## src/rtl/uart_rx.sv

```systemverilog
// uart_rx: oversampling 8N1 (8E1/8O1 with UART_RX_PARITY_EN) serial receiver with valid/ack handoff
//   ref_clk, reset : system clock, synchronous active-high reset
//   sample_clk     : oversample tick from frac_div, edge-detected into the ref_clk domain
//   in             : serial line, idle high, LSB first
//   out, valid     : received byte and its level-valid, cleared by ack
//   ack            : consumer strobe, clears valid and overrun
//   ferr, perr     : one-cycle pulses for bad stop bit / parity mismatch (perr is 0 unless UART_RX_PARITY_EN)
//   overrun        : sticky, a byte completed while valid was still high
module uart_rx #(
    parameter int Oversample = 16,
    parameter bit ParityOdd  = 1'b0
) (
    input  logic       ref_clk,
    input  logic       reset,
    input  logic       sample_clk,
    input  logic       in,
    output logic [7:0] out,
    output logic       valid,
    input  logic       ack,
    output logic       ferr,
    output logic       perr,
    output logic       overrun
);
    localparam int CW = $clog2(Oversample);
    localparam int M  = Oversample / 2;
    localparam logic [CW-1:0] C_A = CW'(M - 1);
    localparam logic [CW-1:0] C_B = CW'(M);
    localparam logic [CW-1:0] C_D = CW'(M + 1);
    localparam logic [CW-1:0] C_W = CW'(Oversample - 1);

    typedef enum logic [2:0] {
        WAIT_IDLE,
        IDLE,
        START,
        DATA,
`ifdef UART_RX_PARITY_EN
        PARITY,
`endif
        STOP
    } state_t;

    state_t        state, nxt;
    logic          in_s1, line, sc1, sc2, sc3, tick, dec, bit_v, v_a, v_b;
    logic [CW-1:0] cnt;
    logic [2:0]    idx;
    logic [7:0]    sh;

    // synchronisers reset to 1 so a released reset never looks like a start bit or a tick
    always_ff @(posedge ref_clk) begin
        if (reset) begin
            {in_s1, line, sc1, sc2, sc3} <= '1;
        end else begin
            in_s1 <= in;
            line  <= in_s1;
            sc1   <= sample_clk;
            sc2   <= sc1;
            sc3   <= sc2;
        end
    end

    assign tick  = sc2 & ~sc3;
    assign dec   = tick && cnt == C_D;
    assign bit_v = (v_a & v_b) | (v_a & line) | (v_b & line);

    always_ff @(posedge ref_clk) begin
        if (reset) state <= WAIT_IDLE;
        else       state <= nxt;
    end

    always_comb begin
        nxt = state;
        case (state)
            WAIT_IDLE: nxt = (tick && line) ? IDLE : state;
            IDLE:      nxt = (tick && !line) ? START : state;
            START:     nxt = dec ? (bit_v ? IDLE : DATA) : state;
`ifdef UART_RX_PARITY_EN
            DATA:      nxt = (dec && idx == 3'd7) ? PARITY : state;
            PARITY:    nxt = dec ? STOP : state;
`else
            DATA:      nxt = (dec && idx == 3'd7) ? STOP : state;
`endif
            STOP:      nxt = dec ? (bit_v ? IDLE : WAIT_IDLE) : state;
            default:   nxt = WAIT_IDLE;
        endcase
    end

`ifdef UART_RX_PARITY_EN
    logic perr_r, pend;
    assign perr = perr_r;
`else
    assign perr = ParityOdd & 1'b0;
`endif

    // the start-detect tick is cell position 0; the counter is held at 0 while waiting for a start
    always_ff @(posedge ref_clk) begin
        if (reset) begin
            cnt     <= '0;
            idx     <= '0;
            sh      <= '0;
            v_a     <= 1'b1;
            v_b     <= 1'b1;
            out     <= '0;
            valid   <= 1'b0;
            ferr    <= 1'b0;
            overrun <= 1'b0;
`ifdef UART_RX_PARITY_EN
            perr_r  <= 1'b0;
            pend    <= 1'b0;
`endif
        end else begin
            ferr <= 1'b0;
`ifdef UART_RX_PARITY_EN
            perr_r <= 1'b0;
`endif
            if (ack && valid) begin
                valid   <= 1'b0;
                overrun <= 1'b0;
            end
            if (tick) begin
                cnt <= (nxt == IDLE || nxt == WAIT_IDLE || cnt == C_W) ? '0 : cnt + CW'(1);
                if (cnt == C_A) v_a <= line;
                if (cnt == C_B) v_b <= line;
            end
            if (dec) begin
                case (state)
                    START: begin
                        idx <= '0;
`ifdef UART_RX_PARITY_EN
                        pend <= 1'b0;
`endif
                    end
                    DATA: begin
                        sh  <= {bit_v, sh[7:1]};
                        idx <= idx + 3'd1;
                    end
`ifdef UART_RX_PARITY_EN
                    PARITY: pend <= bit_v != (^sh ^ ParityOdd);
`endif
                    STOP: begin
                        if (!bit_v) begin
                            ferr <= 1'b1;
`ifdef UART_RX_PARITY_EN
                        end else if (pend) begin
                            perr_r <= 1'b1;
`endif
                        // an ack in this same cycle frees the slot, so the new byte still loads
                        end else if (!valid || ack) begin
                            out   <= sh;
                            valid <= 1'b1;
                        end else begin
                            overrun <= 1'b1;
                        end
                    end
                    default: ;
                endcase
            end
        end
    end
endmodule

```

## config.mk

```make
export PLATFORM = sky130hd
export DESIGN_NAME = uart_rx
export DESIGN_NICKNAME = d
export VERILOG_FILES = /design/src/rtl/uart_rx.sv
export SDC_FILE = /design/constraint.sdc
export NUM_CORES = 1
export LEC_CHECK = 0
export ABC_AREA = 1
export ABC_CLOCK_PERIOD_IN_PS = 3300
export BUFFER_PORTS_ARGS = -buffer_cell sky130_fd_sc_hd__buf_2
export CAP_MARGIN = 0
export CORE_MARGIN = 4
export CORE_UTILIZATION = 50
export DETAILED_ROUTE_END_ITERATION = 6
export HOLD_SLACK_MARGIN = 0.15
export PLACE_DENSITY = 0.7
export SLEW_MARGIN = 20
export SYNTH_ARGS = -nofsm -noshare
export SYNTH_HDL_FRONTEND = slang
export SYNTH_SLANG_ARGS = --single-unit
export TNS_END_PERCENT = 30
```

## constraint.sdc

```tcl
create_clock -name ref_clk -period 3.3 [get_ports ref_clk]
set_clock_uncertainty 0.2 [all_clocks]
set_input_delay 0.495 -clock ref_clk [delete_from_list [all_inputs] [get_ports ref_clk]]
set_output_delay 0.495 -clock ref_clk [all_outputs]
set_load 0.02 [all_outputs]
```

# [Word level (Yosys, flattened, before mapping)]
# Cells that the tools add are included.
# W data, S select, Z words.
[classes] addsub=2 n_eq_ne=10 mux=21 n_bitwise=9 n_reduce_logical=19
[ops] op="$mux W3" count=5
[ops] op="$pmux W3 S5" count=1
[ops] op="$eq A4 B4 Y1 const B" count=3
[ops] op="$mux W1" count=12
[ops] op="$reduce_and A2 Y1" count=4
[ops] op="$eq A3 B1 Y1 const B" count=2
[ops] op="$eq A3 B2 Y1 const B" count=2
[ops] op="$eq A3 B3 Y1 const B" count=2
[ops] op="$logic_not A3 Y1" count=2
[ops] op="$pmux W3 S2" count=1
[ops] op="$logic_and A1 B1 Y1" count=5
[ops] op="$add A4 B1 Y4 const B" count=1
[ops] op="$and A1 B1 Y1" count=4
[ops] op="$eq A4 B3 Y1 const B" count=1
[ops] op="$mux W4" count=1
[ops] op="$reduce_and A4 Y1" count=1
[ops] op="$add A3 B1 Y3 const B" count=1
[ops] op="$logic_or A1 B1 Y1" count=3
[ops] op="$not A1 Y1" count=3
[ops] op="$reduce_or A3 Y1" count=1
[ops] op="$logic_not A1 Y1" count=2
[ops] op="$mux W2" count=1
[ops] op="$or A1 B1 Y1" count=2
[ops] op="$reduce_bool A2 Y1" count=1
[totals] register_bits=36 in_bits=5 output_inout_bits=12 wordCells=76

# [Longest topological paths before layout]
# Gate-level depths: netlist (run 1).
[depth] depth_word=10 ltp_mapped=12 ltp_nobuf=12

# [Least setup slack after synthesis (run 1)]
# No wires, ideal clock.
[synth_path] path_type="flip-flop to flip-flop" startpoint="register cnt[0]" endpoint="register cnt[1]" setup_time_ns=0.117 t_arrival_ns=1.322 required_ns=2.983 setup_slack_ns=1.661 path_stages_with_launch=11 path_buffers=0 synth_period_minus_slack_ns=1.639 path_cell_list="dfxtp_1 > ha_1 > nand3_4 > nor2_8 > nand2_2 > a21oi_2 > nand3_1 > nand2_1 > nand2_1 > nand2_2 > nor2_1"
[synth_via] elab_chain_cells=9 elab_cells_between_ends=14 cone_classes="add/sub (1); eq/ne (3); mux (5); reduce/logical (5)"
[synth_lines] element="start: declaration" line="44" text="logic [CW-1:0] cnt;"
[synth_lines] element="start signal: assignment" line="120" text="cnt <= (nxt == IDLE || nxt == WAIT_IDLE || cnt == C_W) ? '0 : cnt + CW'(1);"
[synth_lines] element="$eq A4 B4 Y1" line="62" text="assign dec = tick && cnt == C_D;"
[synth_lines] element="$logic_and A1 B1 Y1" line="62"
[synth_lines] element="$logic_and A1 B1 Y1" line="80" text="DATA: nxt = (dec && idx == 3'd7) ? STOP : state;"
[synth_lines] element="$mux W3" line="80"
[synth_lines] element="$pmux W3 S5" line="72" text="case (state)"
[synth_lines] element="$eq A3 B1 Y1 or $logic_not A3 Y1 (tied branches)" line="120"
[synth_lines] element="$logic_or A1 B1 Y1 (2 in series)" line="120"
[synth_lines] element="$mux W4 (*)" line="120"
# Every way passes the cells marked *; elsewhere a longest branch is shown, timed or not.
# A chain may end at the register's enable or synchronous reset.

# [Final worst setup path (run 1)]
[layout_path] startpoint="register cnt[0]" endpoint="register out[5]"
[layout_via] elab_chain_cells=3
[layout_lines] element="$eq A4 B4 Y1" line="62"
[layout_lines] element="$logic_and A1 B1 Y1" line="62"
[layout_lines] element="$reduce_and A4 Y1 (no line)"
[layout_lines] element="end signal: assignment" line="148" text="out <= sh;"
[layout_lines] element="end: declaration" line="17" text="output logic [7:0] out,"
# No other way between the ends.

==> results of run 1 <==
[state kept, by name (all words and copies together) (netlist names)]
| signal | flops |
|---|---|
| cnt | 4 |
| ferr | 1 |
| idx | 3 |
| in_s1 | 1 |
| line | 1 |
| out | 8 |
| overrun | 1 |
| sc1 | 1 |
| sc2 | 1 |
| sc3 | 1 |
| sh | 8 |
| state | 3 |
| v_a | 1 |
| v_b | 1 |
| valid | 1 |
[layout make-up]
type / instances / area, µm² / share of cell area, %
multi-input cells: 127 / 733 / 41.5
flip-flops and latches: 36 / 721 / 40.8
clock buffers: 6 / 51.3 / 2.90
repair buffers: 17 / 95.1 / 5.38
clock inverters: 2 / 15.0 / 0.849
inverters: 26 / 97.6 / 5.52
well taps: 44 / 55.1 / 3.11
[cell usage in the layout, fill, tap and decap left out, drive strengths merged]
master / instances
dfxtp: 36
nor4: 1
buf: 15
o21ai: 16
nand2: 27
inv: 26
nand3: 7
ha: 5
or2: 4
nand4: 3
conb: 1
xor2: 2
a211oi: 6
clkinvlp: 2
o21a: 1
clkbuf: 6
nor2: 40
a31oi: 1
a32oi: 1
o22ai: 1
dlygate4sd3: 2
o311ai: 1
a21oi: 10
[Yosys cell counts]
| master | n | area [µm²] |
|---|---|---|
| o22ai_1 | 1 | 6.26 |
| a21oi_2 | 1 | 8.76 |
| o311ai_0 | 1 | 8.76 |
| nor4_1 | 1 | 6.26 |
| buf_4 | 2 | 15.0 |
| nand3_4 | 1 | 17.5 |
| nand4_1 | 2 | 12.5 |
| nor2_8 | 1 | 20.0 |
| a31oi_1 | 1 | 6.26 |
| nand2_1 | 24 | 90.1 |
| buf_6 | 1 | 11.3 |
| dfxtp_1 | 36 | 721 |
| o21a_1 | 1 | 7.51 |
| conb_1 | 1 | 3.75 |
| nand4_4 | 1 | 21.3 |
| nand2_2 | 3 | 18.8 |
| inv_1 | 23 | 86.3 |
| or2_2 | 4 | 25.0 |
| o21ai_0 | 16 | 80.1 |
| nand3_1 | 5 | 25.0 |
| a21oi_1 | 9 | 45.0 |
| buf_1 | 1 | 3.75 |
| nor2_4 | 1 | 11.3 |
| inv_2 | 3 | 11.3 |
| nand3_2 | 1 | 10.0 |
| nor2_2 | 1 | 6.26 |
| clkbuf_1 | 1 | 3.75 |
| xor2_1 | 2 | 17.5 |
| ha_1 | 5 | 62.6 |
| a211oi_2 | 6 | 75.1 |
| a32oi_1 | 1 | 8.76 |
| nor2_1 | 37 | 139 |
[routing by layer]
layer  track usage, %  wire length [µm]  part of all wire (%)
met1             18.3              1270                    43
met2             29.0              1500                    51
met3             5.98               149                   5.0
met4             7.12                36                   1.2
met5                0                 0                     0
[where the power goes]
part	switching (mW)	internal, mW
clock network	0.152	0.103
logic	0.0161	0.00908
registers	0.00277	0.438
[cells by family (layout without fill, tap and decap cells)]
kind of cell	count (synthesis)	in the layout	share of synthesized area (%)
buffers and inverters	31	51	8.29
XOR/XNOR	2	2	1.11
AO/OA/AOI/OAI	37	37	15.5
AND/OR/NAND/NOR	82	82	25.4
adder cells (fa/ha/maj)	5	5	3.95
other	1	1	0.237
flip-flops	36	36	45.5
[per-stage QoR]
step,power (mW),std cells
global route,0.760,258
global placement,0.473,248
floorplan,0.468,194
detailed placement,0.474,248
CTS,0.727,258
finish,0.722,258
[worst max-delay path, stage by stage, from the launching register on]
cell and delay, ns:
dfxtp_1 0.45, ha_1 0.23, nand3_4 0.11, nor2_8 0.17
nand4_4 0.25, o21ai_0 0.27, a21oi_1 0.06
[path summary, 6_finish.rpt]
check                           slack (ns)                  end                start
worst max-delay path                  1.44  out[5]$_SDFFE_PP0P_  cnt[0]$_SDFFE_PP0P_
worst min-delay path                  0.23       sc2$_SDFF_PP1_       sc1$_SDFF_PP1_
worst max register to register        1.44  out[5]$_SDFFE_PP0P_  cnt[0]$_SDFFE_PP0P_
worst min register to register        0.23       sc2$_SDFF_PP1_       sc1$_SDFF_PP1_
==> metrics.txt, run 1 <==
Data required, critical path=roughly 3.3 ns; CP startpoint kind=register; Avg Cell Area, Syn=~8 µm²; Synthesized Nets=204; Layout Cell Area excl Fill=between 1500 and 2000 µm²; Final Max Slew Viols=0; initial core utilization=between 50% and 60%; vias in the first global route=1268; worst reg2reg path depth=6; core box area=3050 µm²; Layout Nets=~220; Crit. End Element=register; cell area after placement=around 1700 µm²; final setup fails=0; layout cells sized above 1=a little over a fifth; Routed WL=between 2000 and 3000 µm; CTS tree=yes; Yosys reg bits=36; P_leak=about 0.80 nW; unrepaired setup endpoints after global routing=no; Setup TNS=0 ns; CTS max path bufs=2; Resize count post-CTS=0; IO Pins=17; post-synthesis instance total=between 150 and 200; area growth from synthesis to layout=11.5%; Critical Path Fanout Max=16; Buffers on Ports=15; total clock sinks=36; Final Util=between 50 and 60%; global-route wire length before repair=about 5400 µm; sequential fraction of the synthesis area=a little under half; FP Rows=20; Cell Area, Synth=~1600 µm²; DRC Markers=0; hold bufs inserted after CTS=2; final period utilization=a little under three fifths; Vias=roughly 1300; drt initial violations=89; Ys Warns=0; drt via density=between 4 and 5; worst hold path cell count=1; worst hold slack=~0.23 ns; Max Freq=537 MHz; Worst-path clk slew=roughly 0.12 ns; Antenna Violating Nets Remaining=0; Post-CTS Setup Bufs=0; die width=roughly 64 µm; Num CTS Buffers=5; worst vdd ir=about 0.34 mV; grt ovf=0; diode count=0; DRT Pass-1 Iters=4; maxcap violations=0; status=finished, final reports clean; pwr/cell area=~410 nW/µm²; GRT Total Usage=16.7%; root buf cell=clkbuf_4; drt wl/cell=between 10 and 15 µm; CTS HTree Levels=2; Skew-Pair Late Insertion Delay=between 0.3 and 0.4 ns; critical path class=reg2reg; crit path time final=1.86 ns; Die ar.=around 4100 µm²; die height=roughly 64 µm; Placement Setup Slack=1.45 ns; Layout fillers=between 200 and 300; hold violation total from the final report=0; WP data arrival=between 1.5 and 2 ns; Min-Delay Path Class=reg2reg; gpl congestion=0.827; dpl hpwl=2180 µm; Cell variety after synth=32; initial antenna violation count=0; pin count of the biggest net entering global routing=18; worst setup margin=~1.4 ns
(Power assumes the default switching activity.)
==> run 2, diff against run 1 <==
- ABC_CLOCK_PERIOD_IN_PS: 3300 -> 1770
- clock period: 3.3 -> 1.77 ns (I/O delays scaled with it)
==> run 2 against run 1 <==
Compared with the run above: register-to-register slack got worse by 1.4 ns; critical endpoint is now out[3]$_SDFFE_PP0P_; largest power group unchanged; core utilization increased by 5.8 points; routed wire length increased by 5.7%; sequential share of layout area decreased by 3.7 points; hold slack got worse by 0.0040 ns; the run now ends with setup timing left.
==> metrics.txt, run 2 (synthesis results as in run 1) <==
status=finished with violations; failing checks=setup timing; worst hold start=sc1$_SDFF_PP1_; Placement Setup Slack=-0.0211 ns (-1.47 ns); dpl hpwl=2120 µm (-2.9%); WP data arrival=1.81 ns (-0.09 ns); Vias=1340 (+4.4%); Post-Layout Cell Count=273 (+5.8%); drt wl/cell=11.5 µm (-0.13%); IO Pins=17 (unchanged); CP startpoint kind=register; CTS tree=yes; critical-path cell list=inv_2 > ha_4 > nand3_4 > nor2_8 > buf_12 > nand4_4 > buf_4 > nor2_1 > a211oi_2; crit path time final=1.78 ns (-0.0855 ns); most frequent cells in the layout=35 x dfxtp_1, 32 x nor2_1, 24 x nand2_1, 22 x inv_1, 16 x o21ai_0; root buf cell=clkbuf_4; hold violation total from the final report=0 (unchanged); die height=64.3 µm (unchanged); Num CTS Buffers=5 (unchanged); Buffers on Ports=15 (unchanged); Data required, critical path=1.80 ns (-1.54 ns); drt initial violations=60 (-33%); final period utilization=100% (+44 points); Logic pwr share=4.3% (+0.8 points); Switch Pwr=0.304 mW (+78%); R2R Setup Slk=-0.007 ns (-1.44 ns); gpl congestion=0.863 (+4.5%); Final Max Slew Viols=0 (unchanged); critical path class=reg2reg; Critical Path Fanout Max=7 (-9); Worst-path clk slew=0.10 ns (-0.02 ns); layout cells sized above 1=28.8% (+7.3 points); Worst path depth=9 (+3); CTS HTree Levels=2 (unchanged); worst vdd ir=0.668 mV (+99%); Die ar.=4140 µm² (unchanged); initial antenna violation count=0 (unchanged); grt ovf=0 (unchanged); global-route wire length before repair=5320 µm (-1.2%); pin count of the biggest net entering global routing=17 (-1); Critical Path Max Stage Delay=0.35 ns (-0.10 ns); FF-to-FF Start=cnt[1]$_SDFFE_PP0P_; P_leak=0.880 nW (+10%); area growth from synthesis to layout=22.7%; CTS max path bufs=2 (unchanged); maxcap violations=0 (unchanged); Crit. End Element=register; Setup TNS=-0.00933 ns (-0.00933 ns); Total Power=1.34 mW (+86%); placed insts=253 (+2.0%); Layout Nets=238 (+6.7%); total clock sinks=36 (unchanged); CP max stage cell=dfxtp_2; final setup fails=2 (+2); Routed WL=3130 µm (+5.7%); pwr/cell area=688 nW/µm² (+69%); Max Freq=563 MHz (+4.8%); core box area=3050 µm² (unchanged); DRT Pass-1 Iters=5 (+1); worst reg2reg path depth=9 (+3); die width=64.3 µm (unchanged); Top Registers=out x8, sh x8, cnt x4; GRT Total Usage=16.6% (-0.098 points); commonest non-fill, non-tap cell in the layout=dfxtp_1; initial core utilization=51.9% (unchanged); Skew-Pair Late Insertion Delay=0.34 ns (about the same); FP Rows=20 (unchanged); Worst Setup EP=out[3]$_SDFFE_PP0P_; unrepaired setup endpoints after global routing=yes; Clock Power Share=34.3% (-1.1 points); diode count=0 (unchanged); vias in the first global route=1288 (+1.6%); Buf/Inv on CP=3 (+3); Antenna Violating Nets Remaining=0 (unchanged); r2r endpoint=out[3]$_SDFFE_PP0P_; Int Pwr=1.04 mW (+88%); Layout fillers=285 (-2.7%); Critical path origin=cnt[1]$_SDFFE_PP0P_; switch share=22.7% (-1.0 points); Top delay family on crit path=simple AND/OR/NAND/NOR gates; worst setup margin=-0.00652 ns (-1.44 ns); drt via density=4.91 (-1.4%); Flop pwr share=61.4% (+0.3 points); Min-Delay Path Class=reg2reg; DRC Markers=0 (unchanged)
## run 2: cell types whose count changed in the layout (fill, tap and decap cells not counted), moves of 2 or more
| cell | change |
|---|---|
| buf_4 | +10 |
| nor2_1 | -5 |
| nor2_2 | +5 |
| buf_12 | +3 |
| dlygate4sd3_1 | +2 |
## run 2: through the flow
step / area (µm²) / utilization (%) / hold slack [ns]
after detailed placement: 1730 / 56.7 / 0.197
after global routing: 1950 / 63.7 / 0.245
after floorplan: 1590 / - / 0.144
after CTS: 1870 / 61.3 / 0.223
final: 1950 / 63.7 / 0.223
after global placement: 1730 / 56.7 / 0.193
## run 2: power groups by stage
stage	Combinational [mW]	Sequential, mW	Clock, mW
finish	0.0582	0.822	0.459
global route	0.0649	0.823	0.513
CTS	0.0548	0.821	0.472
detailed placement	0.0474	0.840	0
global placement	0.0460	0.839	0
floorplan	0.0327	0.839	0
## run 2: cell type report
type,instances,area (µm²),share of cell area (%)
multi-input cells,127,758,39.0
well taps,44,55.1,2.83
repair buffers,32,250,12.9
flip-flops and latches,36,722,37.1
inverters,26,97.6,5.02
clock buffers,7,55.1,2.83
clock inverters,1,7.51,0.386
## run 2: how the worst min path moves through the flow
stage                            to  depth (start not counted)
finish               sc2$_SDFF_PP1_                          1
detailed placement   sc2$_SDFF_PP1_                          1
CTS                  sc2$_SDFF_PP1_                          1
global route         sc2$_SDFF_PP1_                          1
floorplan           ferr$_SDFF_PP0_                          1
global placement    line$_SDFF_PP1_                          1
## run 2: metal layers
layer / share of wire [%] / vias up / GRT usage (%)
met4: 1.8 / 0 / 7.65
met2: 50 / 36 / 27.6
met3: 4.8 / 7 / 6.50
met5: 0 / - / 0
met1: 43 / 606 / 18.7
li1: - / 691 / -
## run 2: timing repair
action	in CTS	in global routing
setup endpoints to repair	6	14
hold endpoints to repair	7	0
pin swaps	1	5
hold buffers	4	0
buffers inserted	3	5
gates resized for setup	2	7
cloned	0	0
==> run 3, diff against run 2 <==
- TNS_END_PERCENT: 30 -> unset
==> run 3 against run 2 <==
Compared with the run above: combinational power grew 3.6%; the run now ends clean; worst setup slack gained 0.039 ns; critical endpoint is now cnt[2]$_SDFFE_PP0P_; design area shrank 0.32%; clock power is essentially flat; register-to-register slack gained 0.04 ns.
==> metrics.txt, run 3 (synthesis results as in run 1) <==
Buffers on Ports=15 (unchanged); worst hold start=sc1$_SDFF_PP1_; Vias=1355 (+1.1%); WP data arrival=1.78 ns (-0.03 ns); P_leak=0.886 nW (+0.69%); most frequent cells in the layout=34 x nor2_1, 34 x dfxtp_1, 23 x nand2_1, 21 x inv_1, 16 x o21ai_0; met3 routed WL=168 µm (+11%); grt ovf=0 (unchanged); wl on met1=1380 µm (+1.6%); initial core utilization=51.9% (unchanged); core box area=3050 µm² (unchanged); CTS max path bufs=2 (unchanged); initial antenna violation count=0 (unchanged); Max Freq=576 MHz (+2.3%); Data required, critical path=1.81 ns (about the same); area growth from synthesis to layout=22.3%; DRC Markers=0 (unchanged); global-route wire length before repair=5460 µm (+2.6%); critical-path cell list=inv_2 > ha_4 > nand3_4 > nor2_8 > nand2_2 > a21oi_2 > nand3_1 > nand2_1 > nand2_1 > nand2_2 > nor2_1; crit path time final=1.74 ns (-0.0392 ns); FF-to-FF Start=cnt[1]$_SDFFE_PP0P_; Top Registers=out x8, sh x8, cnt x4; Skew-Pair Late Insertion Delay=0.34 ns (about the same); DR WL met2=1550 µm (-0.77%); CTS HTree Levels=2 (unchanged); DRT Pass-1 Iters=4 (-1); GRT Total Usage=17.2% (+0.55 points); root buf cell=clkbuf_4; Critical Path Max Stage Delay=0.35 ns (about the same); vias in the first global route=1298 (+0.78%); unrepaired setup endpoints after global routing=yes; DR top layer=met4; layout cells sized above 1=29.6% (+0.74 points); dpl hpwl=2120 µm (unchanged); pin count of the biggest net entering global routing=17 (unchanged); die height=64.3 µm (unchanged); Num CTS Buffers=5 (unchanged); status=finished, final reports clean; Routed WL=3150 µm (+0.80%); drt initial violations=64 (+6.7%); Layout Nets=239 (+0.42%); Worst-path clk slew=0.10 ns (about the same); Crit. End Element=register; drt wl/cell=11.5 µm (+0.43%); die width=64.3 µm (unchanged); hold violation total from the final report=0 (unchanged); final period utilization=98.2% (-2.2 points); drt via density=4.95 (+0.75%); pwr/cell area=693 nW/µm² (+0.65%); CP max stage cell=dfxtp_2; maxcap violations=0 (unchanged); final setup fails=0 (-2); Total Power=1.34 mW (+0.32%); CTS tree=yes; Layout fillers=285 (unchanged); gpl congestion=0.863 (unchanged); Die ar.=4140 µm² (unchanged); Min-Delay Path Class=reg2reg; worst vdd ir=0.670 mV (+0.30%); FP Rows=20 (unchanged); Critical path origin=cnt[1]$_SDFFE_PP0P_; Critical Path Fanout Max=8 (+1); critical path class=reg2reg; CP startpoint kind=register; Top delay family on crit path=simple AND/OR/NAND/NOR gates; Buf/Inv on CP=1 (-2); total clock sinks=36 (unchanged); IO Pins=17 (unchanged); Placement Setup Slack=-0.0211 ns (unchanged); Final Max Slew Viols=0 (unchanged); Antenna Violating Nets Remaining=0 (unchanged); worst setup margin=0.0327 ns (+0.0392 ns); diode count=0 (unchanged)
[run 3: changes by cell type in the layout (fill, tap and decap cells not counted)]
cell / delta
dfxtp_1: -1
inv_1: -1
nor2_1: +2
nand2_2: +1
nand2_1: -1
buf_12: -1
dfxtp_2: +1
nor2_2: -2
inv_2: +1
buf_4: +2
[run 3: worst paths after layout]
path                          to  slack (ns)  cells after the start
min               sc2$_SDFF_PP1_        0.22                      1
max reg2reg  cnt[2]$_SDFFE_PP0P_        0.03                     11
min reg2reg       sc2$_SDFF_PP1_        0.22                      1
max          cnt[2]$_SDFFE_PP0P_        0.03                     11
[run 3: what timing repair did]
item,CTS,global route
hold endpoints to repair,7,0
hold buffers,4,0
pin swaps,3,4
setup endpoints to repair,6,13
gates resized for setup,5,5
setup buffers,5,4
[run 3: through the flow]
stage                     util [%]  hold WS (ns)  cell area, µm²  instances  TNS [ns]
after floorplan                  -         0.144            1590        194         0
final                         63.5         0.223            1940        274         0
after detailed placement      56.7         0.197            1730        253   -0.0294
after CTS                     62.3         0.223            1900        270         0
after global routing          63.5         0.245            1940        274    -0.295
after global placement        56.7         0.193            1730        253         0
[run 3: layout make-up]
| type | instances | area, µm² | area share (%) |
|---|---|---|---|
| Clock inverter | 1 | 7.51 | 0.387 |
| Sequential cell | 36 | 723 | 37.3 |
| Inverter | 26 | 97.6 | 5.03 |
| Multi-Input combinational cell | 127 | 756 | 39.0 |
| Clock buffer | 7 | 55.1 | 2.84 |
| Timing Repair Buffer | 33 | 245 | 12.6 |
| Tap cell | 44 | 55.1 | 2.84 |
[run 3: report_power, final]
| group | internal, mW | leakage (nW) | switching (mW) |
|---|---|---|---|
| Clock | 0.194 | 0.0315 | 0.267 |
| Sequential | 0.817 | 0.292 | 0.00465 |
| Combinational | 0.0250 | 0.562 | 0.0352 |
| Total | 1.04 | 0.886 | 0.307 |
[run 3: layer usage]
metal	global-route usage (%)	vias to the layer above
li1	-	693
met1	19.5	614
met2	28.4	37
met3	6.33	11
met4	8.18	0
met5	0	-
